`src/rtl/adxl362_reader.sv`:
```
// ADXL362 SPI reader: powers up the sensor, writes FILTER_CTL and POWER_CTL, then reads axis bursts.
// Define ADXL362_TEMP_EN to extend the burst through TEMP_H and expose temp_raw.
module adxl362_reader #(
    parameter int unsigned CLK_DIV     = 2,
    parameter int unsigned NUM_AXES    = 3,
    parameter logic [1:0]  RANGE       = 2'b00,
    parameter int unsigned PWRUP_TICKS = 24000,
    parameter int unsigned IFG_TICKS   = 40000
) (
    input  logic                    iclk,
    input  logic                    rst_n,
    input  logic                    en,
    input  logic                    miso,
    output logic                    sclk,
    output logic                    mosi,
    output logic                    cs,
    output logic [16*NUM_AXES-1:0]  axis_data,
    output logic                    data_valid,
    output logic                    init_done,
    output logic                    busy
`ifdef ADXL362_TEMP_EN
    ,
    output logic [15:0]             temp_raw
`endif
);

`ifdef ADXL362_TEMP_EN
    localparam int unsigned NBYTES = 8;
`else
    localparam int unsigned NBYTES = 2 * NUM_AXES;
`endif
    localparam int unsigned SHW        = 8 * NBYTES;
    localparam logic [15:0] DIV_LAST   = 16'(CLK_DIV - 1);
    localparam logic [31:0] PWRUP_LAST = 32'(PWRUP_TICKS - 1);
    localparam logic [31:0] IFG_LAST   = 32'(IFG_TICKS - 1);
    localparam logic [31:0] GAP_LAST   = 32'(2 * CLK_DIV - 1);
    localparam logic [3:0]  LAST_BYTE  = 4'(NBYTES - 1);
    localparam logic [7:0]  CMD_WR     = 8'h0A;
    localparam logic [7:0]  CMD_RD     = 8'h0B;
    localparam logic [7:0]  FILT_VAL   = {RANGE, 6'b010011};

    if (NUM_AXES < 1 || NUM_AXES > 3) begin : g_axes_check
        $error("adxl362_reader: NUM_AXES must be in 1..3");
    end
    if (CLK_DIV < 1) begin : g_div_check
        $error("adxl362_reader: CLK_DIV must be >= 1");
    end
`ifdef ADXL362_TEMP_EN
    if (NUM_AXES != 3) begin : g_temp_check
        $error("adxl362_reader: ADXL362_TEMP_EN requires NUM_AXES == 3");
    end
`endif

    typedef enum logic [3:0] {
        PWRUP, WR_FILT, GAP, WR_PWR, INIT_END, IFG, RD_CMD, RD_ADDR, RD_DATA, RD_END
    } state_t;

    state_t             state;
    logic [31:0]        cnt;
    logic [15:0]        div_cnt;
    logic [2:0]         bit_cnt;
    logic [3:0]         byte_cnt;
    logic [7:0]         tx_sr;
    logic [SHW-1:0]     shadow;
    logic               commit_pend;

    logic               byte_last;
    logic [7:0]         next_byte;
    logic [16*NUM_AXES-1:0] axis_next;
`ifdef ADXL362_TEMP_EN
    logic [15:0]        temp_next;
`endif

    assign busy = ~cs;

    // Byte sequencing per transfer state: what follows the current byte, and whether it ends the frame.
    always_comb begin
        byte_last = 1'b0;
        next_byte = '0;
        case (state)
            WR_FILT: begin
                byte_last = (byte_cnt == 4'd2);
                next_byte = (byte_cnt == 4'd0) ? 8'h2C : FILT_VAL;
            end
            WR_PWR: begin
                byte_last = (byte_cnt == 4'd2);
                next_byte = (byte_cnt == 4'd0) ? 8'h2D : 8'h02;
            end
            RD_CMD:  next_byte = 8'h0E;
            RD_ADDR: next_byte = 8'h00;
            RD_DATA: byte_last = (byte_cnt == LAST_BYTE);
            default: ;
        endcase
    end

    // Shadow holds bytes in arrival order (first byte at the top); regroup into {H,L} words.
    always_comb begin
        axis_next = '0;
        for (int unsigned a = 0; a < NUM_AXES; a++) begin
            axis_next[16*a +: 16] = {shadow[SHW-1-8*(2*a+1) -: 8], shadow[SHW-1-8*(2*a) -: 8]};
        end
    end

`ifdef ADXL362_TEMP_EN
    assign temp_next = {shadow[7:0], shadow[15:8]};
`endif

    always_ff @(posedge iclk or negedge rst_n) begin
        if (!rst_n) begin
            state       <= PWRUP;
            cnt         <= '0;
            div_cnt     <= '0;
            bit_cnt     <= '0;
            byte_cnt    <= '0;
            tx_sr       <= '0;
            shadow      <= '0;
            commit_pend <= 1'b0;
            sclk        <= 1'b0;
            mosi        <= 1'b0;
            cs          <= 1'b1;
            axis_data   <= '0;
            data_valid  <= 1'b0;
            init_done   <= 1'b0;
`ifdef ADXL362_TEMP_EN
            temp_raw    <= '0;
`endif
        end else begin
            data_valid  <= commit_pend;
            commit_pend <= 1'b0;
            if (commit_pend) begin
                axis_data <= axis_next;
`ifdef ADXL362_TEMP_EN
                temp_raw  <= temp_next;
`endif
            end

            case (state)
                PWRUP: begin
                    if (cnt == PWRUP_LAST) begin
                        cnt      <= '0;
                        state    <= WR_FILT;
                        cs       <= 1'b0;
                        tx_sr    <= CMD_WR;
                        mosi     <= CMD_WR[7];
                        div_cnt  <= '0;
                        bit_cnt  <= '0;
                        byte_cnt <= '0;
                    end else begin
                        cnt <= cnt + 1'b1;
                    end
                end

                GAP: begin
                    if (cnt == GAP_LAST) begin
                        cnt      <= '0;
                        state    <= WR_PWR;
                        cs       <= 1'b0;
                        tx_sr    <= CMD_WR;
                        mosi     <= CMD_WR[7];
                        div_cnt  <= '0;
                        bit_cnt  <= '0;
                        byte_cnt <= '0;
                    end else begin
                        cnt <= cnt + 1'b1;
                    end
                end

                INIT_END: begin
                    init_done <= 1'b1;
                    cnt       <= '0;
                    state     <= IFG;
                end

                IFG: begin
                    if (cnt != IFG_LAST) begin
                        cnt <= cnt + 1'b1;
                    end else if (en) begin
                        state    <= RD_CMD;
                        cs       <= 1'b0;
                        tx_sr    <= CMD_RD;
                        mosi     <= CMD_RD[7];
                        div_cnt  <= '0;
                        bit_cnt  <= '0;
                        byte_cnt <= '0;
                    end
                end

                RD_END: begin
                    cs    <= 1'b1;
                    cnt   <= '0;
                    state <= IFG;
                end

                WR_FILT, WR_PWR, RD_CMD, RD_ADDR, RD_DATA: begin
                    if (div_cnt != DIV_LAST) begin
                        div_cnt <= div_cnt + 1'b1;
                    end else begin
                        div_cnt <= '0;
                        if (!sclk) begin
                            sclk <= 1'b1;
                            if (state == RD_DATA) begin
                                shadow <= {shadow[SHW-2:0], miso};
                                if (bit_cnt == 3'd7 && byte_last) begin
                                    commit_pend <= 1'b1;
                                end
                            end
                        end else begin
                            sclk <= 1'b0;
                            if (bit_cnt != 3'd7) begin
                                bit_cnt <= bit_cnt + 1'b1;
                                tx_sr   <= {tx_sr[6:0], 1'b0};
                                mosi    <= tx_sr[6];
                            end else begin
                                bit_cnt <= '0;
                                if (byte_last) begin
                                    mosi <= 1'b0;
                                    case (state)
                                        WR_FILT: begin
                                            cs    <= 1'b1;
                                            cnt   <= '0;
                                            state <= GAP;
                                        end
                                        WR_PWR: begin
                                            cs    <= 1'b1;
                                            state <= INIT_END;
                                        end
                                        default: state <= RD_END;
                                    endcase
                                end else begin
                                    tx_sr <= next_byte;
                                    mosi  <= next_byte[7];
                                    case (state)
                                        RD_CMD:  state <= RD_ADDR;
                                        RD_ADDR: begin
                                            state    <= RD_DATA;
                                            byte_cnt <= '0;
                                        end
                                        default: byte_cnt <= byte_cnt + 1'b1;
                                    endcase
                                end
                            end
                        end
                    end
                end

                default: state <= PWRUP;
            endcase
        end
    end

endmodule
```
`config.mk`:
```
export PLATFORM = sky130hd
export DESIGN_NAME = adxl362_reader
export DESIGN_NICKNAME = d
export VERILOG_FILES = /design/src/rtl/adxl362_reader.sv
export SDC_FILE = /design/constraint.sdc
export NUM_CORES = 1
export LEC_CHECK = 0
export ABC_CLOCK_PERIOD_IN_PS = 2950
export CAP_MARGIN = 20
export CORE_MARGIN = 2
export CORE_UTILIZATION = 50
export CTS_CLUSTER_SIZE = 25
export DETAILED_ROUTE_END_ITERATION = 10
export MAX_ROUTING_LAYER = met4
export PLACE_DENSITY_LB_ADDON = 0.12
export SETUP_SLACK_MARGIN = 0.4
export SYNTH_ARGS = -nofsm -noshare
export SYNTH_HDL_FRONTEND = slang
export SYNTH_SLANG_ARGS = --single-unit
```
`constraint.sdc`:
```
create_clock -name iclk -period 2.95 [get_ports iclk]
set_input_delay 0.4425 -clock iclk [delete_from_list [all_inputs] [get_ports iclk]]
set_output_delay 0.4425 -clock iclk [all_outputs]
set_load 0.1 [all_outputs]
```
# Word-level counts from Yosys, hierarchy flattened
# Cells that the tools add are included.
[word_totals]
ff_bits = 168
input_bits = 4
out_inout_bits = 54
elab_cells = 149
[op_classes]
add_sub_neg = 4
n_eq_ne = 32
n_mux = 78
n_bitwise = 3
reduce_logical = 18
[ops]
columns = ["op", "n"]
rows = [
  ["2-to-1 mux 32 bit", 8],
  ["one-hot mux 32 bit (5 select lines)", 1],
  ["2-to-1 mux 16 bit", 5],
  ["2-to-1 mux 4 bit", 16],
  ["one-hot mux 16 bit (4 select lines)", 1],
  ["2-to-1 mux 7 bit", 8],
  ["adder 32 x 1 -> 32 bit, second input constant", 1],
  ["== test 32 x 15 -> 1 bit, second input constant", 1],
  ["== test 32 x 2 -> 1 bit, second input constant", 1],
  ["!= test 32 x 16 -> 1 bit, second input constant", 1],
  ["one-hot mux 7 bit (4 select lines)", 1],
  ["!= test 2 bit, second input constant", 13],
  ["one-hot mux 4 bit (2 select lines)", 3],
  ["2-to-1 mux 3 bit", 7],
  ["== test 4 x 3 -> 1 bit, second input constant", 5],
  ["one-hot mux 4 bit (5 select lines)", 1],
  ["AND reduction 10 bit", 2],
  ["2-to-1 mux 1 bit", 19],
  ["one-hot mux 6 bit (3 select lines)", 1],
  ["adder 16 x 1 -> 16 bit, second input constant", 1],
  ["!= test 16 x 1 -> 1 bit, second input constant", 1],
  ["one-hot mux 4 bit (4 select lines)", 1],
  ["AND reduction 8 bit", 2],
  ["AND reduction 7 bit", 2],
  ["other kinds (23)", 33],
]

# Depth between registers and ports, before layout
# Gate-level depths: netlist of run 1.
[depth]
word_depth = 9
mapped_depth = 11
mapped_depth_nobuf = 9

# Least setup slack after synthesis of run 1
# Ideal clock, no wire load.
[synth_path]
kind = "reg-to-reg"
startpoint = "reg sclk"
endpoint = "reg tx_sr[5]"
setup_time_ns = 0.127
arrival_ns = 2.899
t_required_ns = 2.823
setup_slack_ns = -0.076
path_stages_with_launch = 9
path_buffers = 2
synth_period_minus_slack_ns = 3.026
cell_sequence = "dfrtp_1 > clkbuf_1 > a21oi_1 > o32a_1 > or4_1 > buf_2 > nor3_4 > nor3_2 > mux2_1"
[synth_via]
elab_chain_len = 2
[synth_lines]
columns = ["item", "line", "rtl"]
rows = [
  ["start, declared", "14", "output logic sclk,"],
  ["start signal, assigned", "118", "sclk <= 1'b0;"],
  ["start signal, assigned", "200", "sclk <= 1'b1;"],
  ["start signal, assigned", "208", "sclk <= 1'b0;"],
  ["!= test 2 bit (no line)", "-", ""],
  ["AND reduction 8 bit (no line)", "-", ""],
  ["end signal, assigned", "211", "tx_sr <= {tx_sr[6:0], 1'b0};"],
  ["end signal, assigned", "230", "tx_sr <= next_byte;"],
  ["end, declared", "63", "logic [7:0] tx_sr;"],
]
# Every way passes these cells.
# A chain may end at the register's enable or synchronous reset.

# Final worst setup path of run 1
[layout_path]
startpoint = "reg state[0]"
endpoint = "reg tx_sr[5]"
[layout_via]
elab_chain_len = 7
elab_cells_between_ends = 26
classes_between = "eq/ne: 14; mux: 7; reduce/logical: 5"
[layout_lines]
columns = ["item", "line", "rtl"]
rows = [
  ["start, declared", "58", "state_t state;"],
  ["start signal, assigned", "110", "state <= PWRUP;"],
  ["start signal, assigned", "141", "state <= WR_FILT;"],
  ["start signal, assigned", "156", "state <= WR_PWR;"],
  ["== test 4 x 3 -> 1 bit (tied with other cells)", "80, 137", ""],
  ["one-hot mux 6 bit (3 select lines)", "80", "case (state)"],
  ["2-to-1 mux 7 bit", "215", "if (byte_last) begin"],
  ["2-to-1 mux 7 bit", "209", "if (bit_cnt != 3'd7) begin"],
  ["2-to-1 mux 7 bit", "199", "if (!sclk) begin"],
  ["2-to-1 mux 7 bit", "195", "if (div_cnt != DIV_LAST) begin"],
  ["one-hot mux 7 bit (4 select lines)", "137", "case (state)"],
]
# Several ways; a longest one is shown, not always the timed one. The select of a mux whose other input is x is not followed.

==> impl_metrics.json, run 1 <==
{
  "status": "complete, no violations",
  "grt_overflow": 0,
  "fin_skew_ps": 14.0,
  "netSwitchingPower_w": 0.000996,
  "sw_frac_of_total": 0.222,
  "ant_nets": 0,
  "routedWlPerCell_microns": 17.0,
  "clockBufferDepth": 2,
  "synth-seq-cells": 168,
  "setup_viol": 0,
  "synth-edff-count": 0,
  "ys_types": 63,
  "post-route-util": 0.642,
  "fin_crit_ps": 2760,
  "yosys_warnings": 0,
  "vias": 5925,
  "nets": 812,
  "synth_async_sr_flop_share": 1.00,
  "max_stage_delay_ps": 470,
  "track_usage": 0.221,
  "dp.final_hpwl_mm": 10.9,
  "numCtsBuffers": 17,
  "final_cell_area_sq_um": 9790,
  "grt_pass1_wl_mm": 28.6,
  "p_seq_frac": 0.515,
  "p_int_w": 0.00348,
  "insertion_delay_ps": 430,
  "layout-drive-gt1-share": 0.355,
  "synthAdderAreaFrac": 0.0112,
  "fin_ws_ps": 187,
  "cp_common_cell": "nor3_4",
  "max_slew_margin": 0.504,
  "fin_tns_setup_ps": 0,
  "post-route-period-util": 0.937,
  "maxCapViolCount": 0,
  "arrival_ps": 3070,
  "cp-end-kind": "flip-flop",
  "dp_slack_ps": 65.4,
  "crit_fanout": 9,
  "required_ps": 3260,
  "start_util": 0.513,
  "gp_congestion": 0.904,
  "ys.flop_type": "dfrtp_1",
  "clock-sinks": 168,
  "path_cells": "buf_6 -> or4bb_4 -> or4_4 -> nor3_4 -> or4_4 -> nor3_4 -> buf_12 -> nor3_4 -> mux2_4",
  "rr_endpoint": "tx_sr[5]$_DFFE_PN0P_",
  "cts-htree-levels": 4,
  "grt_pass1_vias": 5680,
  "die_h_microns": 129,
  "synth_xor_area_frac": 0.0190,
  "syn_inst": 708,
  "placedCellCount": 970,
  "die-area_sq_um": 16700,
  "antenna_cells": 0,
  "synthesis.area_sq_um": 7820,
  "yosysTopAreaCellShare": 0.534,
  "firstDrtPassIters": 5,
  "drt_iter0_markers": 486,
  "slowest_stage": "or4bb_4",
  "r2r_slack_ps": 190,
  "synth_compound_area_frac": 0.0921,
  "grt_setup_unrepaired": "yes",
  "crit_type": "flip-flop to flip-flop",
  "slew_violations": 0,
  "cts_tree": "built",
  "reg2regPathDepth": 9,
  "clk_pin_slew_worst_paths_ps": 70,
  "power_density_nw_per_um2": 457,
  "synth.area.top_cells": "dfrtp_1 53%, mux2_2 14%, nand2_1 2.7%",
  "hold_buffers": 0,
  "place_area_sq_um": 8770,
  "drc": 0,
  "ys_seq_area_frac": 0.538,
  "yosys.area_share.simple": 0.162,
  "area_growth_pct": 25.2,
  "yosys.area.top_type": "dfrtp_1",
  "core_area_sq_um": 15300,
  "combPwrFrac": 0.012,
  "startpoint_type": "flip-flop",
  "io_pins": 58,
  "via_per_inst": 5.79,
  "fmax_mhz": 362,
  "power.share.clock": 0.473,
  "synth.net_count": 719,
  "synth_top_family_by_area": "simple AND/OR/NAND/NOR gates",
  "reg2reg_from": "state[0]$_DFFE_PN0P_",
  "grt_max_degree": 70,
  "muxShareOfSynthArea": 0.147,
  "instances_no_fill": 1024,
  "hold_violations": 0,
  "die_w_microns": 129,
  "hp-class": "primary input to asynchronous set/reset pin",
  "core.rowCount": 45,
  "avgSynthCellArea_sq_um": 11.1,
  "wl_mm": 17.4,
  "antenna_found_initial": 0,
  "port_buffers": 57,
  "ir_worst_vdd_mv": 0.380,
  "tightest_slew_ps": 737,
  "cts-root-buf": "clkbuf_16",
  "p_leak_nw": 4.67
}
==> cells in the final DEF (no fill, tap or decap), types with 4 or more instances in the layout <==
cell type and n:
a21o_1 4, o21ai_1 15, nand4_1 9, or3_1 4, o31ai_1 10, and3_1 12, ha_1 5, o31ai_2 7
nor4_2 4, nor2b_1 5, nor3_1 18, mux2_2 96, a21oi_1 16, nor4_4 8, clkinv_4 4, o21ai_0 28
nand3_1 30, inv_1 20, nand2b_1 4, xnor2_1 14, nor4_1 11, nor2_1 49, buf_12 7, clkbuf_16 18
nor3_2 4, buf_4 96, a31oi_1 4, dfrtp_1 165, nand2_1 56
==> per-stage QoR <==
step	total power, W	hold WS, ps
3_3_place_gp	0.00240	443
4_1_cts	0.00451	28.4
2_1_floorplan	0.00235	147
5_1_grt	0.00462	50.0
3_5_place_dp	0.00240	448
6_report	0.00448	5.05
==> synthesized netlist by cell type (12+ instances only) <==
library cell  count
o31ai_1          20
a21oi_1          16
mux2_2           96
nand3_1          30
inv_1            20
o21ai_0          36
clkbuf_1         19
xnor2_1          14
dfrtp_1         167
nor3_1           23
and3_1           12
nor4_1           23
nor2_1           50
nand2_1          56
==> worst max-delay path: cells and delay by family, from the launching register on <==
kind	cells	cell delay [ps]
DFF	1	410
muxes	1	330
buffers and inverters	2	310
and+or+nand+nor	6	1570
==> power groups by stage <==
| stage | combinational [W] | sequential, W | clock, W |
|---|---|---|---|
| 3_3_place_gp | 0.0000561 | 0.00235 | 0 |
| 4_1_cts | 0.0000575 | 0.00230 | 0.00215 |
| 3_5_place_dp | 0.0000572 | 0.00235 | 0 |
| 2_1_floorplan | 0.000000633 | 0.00235 | 0 |
| 6_report | 0.0000535 | 0.00230 | 0.00212 |
| 5_1_grt | 0.0000640 | 0.00230 | 0.00225 |
==> timing repair <==
| action | CTS | global route |
|---|---|---|
| endpoints found under the hold margin | 0 | 0 |
| gates cloned | 2 | 2 |
| setup endpoints to repair | 65 | 68 |
| pin swaps | 5 | 5 |
| gates resized for setup | 18 | 37 |
| buffers inserted | 12 | 7 |
==> cells by family (layout without fill, tap and decap cells) <==
kind of cell | after synthesis | in the layout
simple gates | 244 | 244
flops | 168 | 168
compound gates | 113 | 113
mux | 102 | 102
buf+inv | 57 | 162
xor+xnor | 17 | 17
fa+ha+maj | 7 | 7
==> registers in the layout, summed over array words and instances (netlist names) <==
name         cells
axis_data       48
bit_cnt          3
byte_cnt         4
cnt             32
commit_pend      1
cs               1
data_valid       1
div_cnt         16
init_done        1
mosi             1
sclk             1
shadow          48
state            4
tx_sr            7
==> routing by layer <==
layer | GRT usage | wire, microns
met1 | 0.305 | 8170
met2 | 0.327 | 8040
met3 | 0.0413 | 749
met4 | 0.0882 | 414
met5 | - | 0
==> worst max path at each step <==
stage / start / to / cells past startpoint / slack, ps
global placement: state[0]$_DFFE_PN0P_ / tx_sr[5]$_DFFE_PN0P_ / 8 / 110
global route: state[0]$_DFFE_PN0P_ / state[2]$_DFFE_PN0P_ / 9 / 160
detailed placement: state[0]$_DFFE_PN0P_ / div_cnt[8]$_DFFE_PN0P_ / 9 / 70
floorplan: state[1]$_DFFE_PN0P_ / tx_sr[0]$_DFFE_PN0P_ / 10 / 180
finish: state[0]$_DFFE_PN0P_ / tx_sr[5]$_DFFE_PN0P_ / 9 / 190
CTS: state[1]$_DFFE_PN0P_ / tx_sr[5]$_DFFE_PN0P_ / 7 / 290
==> cell type report <==
type / instances / area (sq um)
inverter: 20 / 75.1
clock inverter: 13 / 124
sequential: 168 / 4210
multi-input combinational: 483 / 3730
clock buffer: 18 / 429
timing repair buffer: 111 / 960
tap: 211 / 264
fill: 1150 / 5460
(Power assumes the default switching activity.)
==> run 2, diff against run 1 <==
--- a/config.mk
+++ b/config.mk
@@ -14,6 +14,7 @@
 export MAX_ROUTING_LAYER = met4
 export PLACE_DENSITY_LB_ADDON = 0.12
 export SETUP_SLACK_MARGIN = 0.4
+export SLEW_MARGIN = 0
 export SYNTH_ARGS = -nofsm -noshare
 export SYNTH_HDL_FRONTEND = slang
 export SYNTH_SLANG_ARGS = --single-unit
==> results of run 2 <==
No change in the layout: final DEF, timing and power equal those of run 1.
==> run 3, diff against run 2 <==
--- a/config.mk
+++ b/config.mk
@@ -9,7 +9,6 @@
 export CAP_MARGIN = 20
 export CORE_MARGIN = 2
 export CORE_UTILIZATION = 50
-export CTS_CLUSTER_SIZE = 25
 export DETAILED_ROUTE_END_ITERATION = 10
 export MAX_ROUTING_LAYER = met4
 export PLACE_DENSITY_LB_ADDON = 0.12
==> results of run 3 <==
No change in the layout: final DEF, timing and power equal those of run 1.
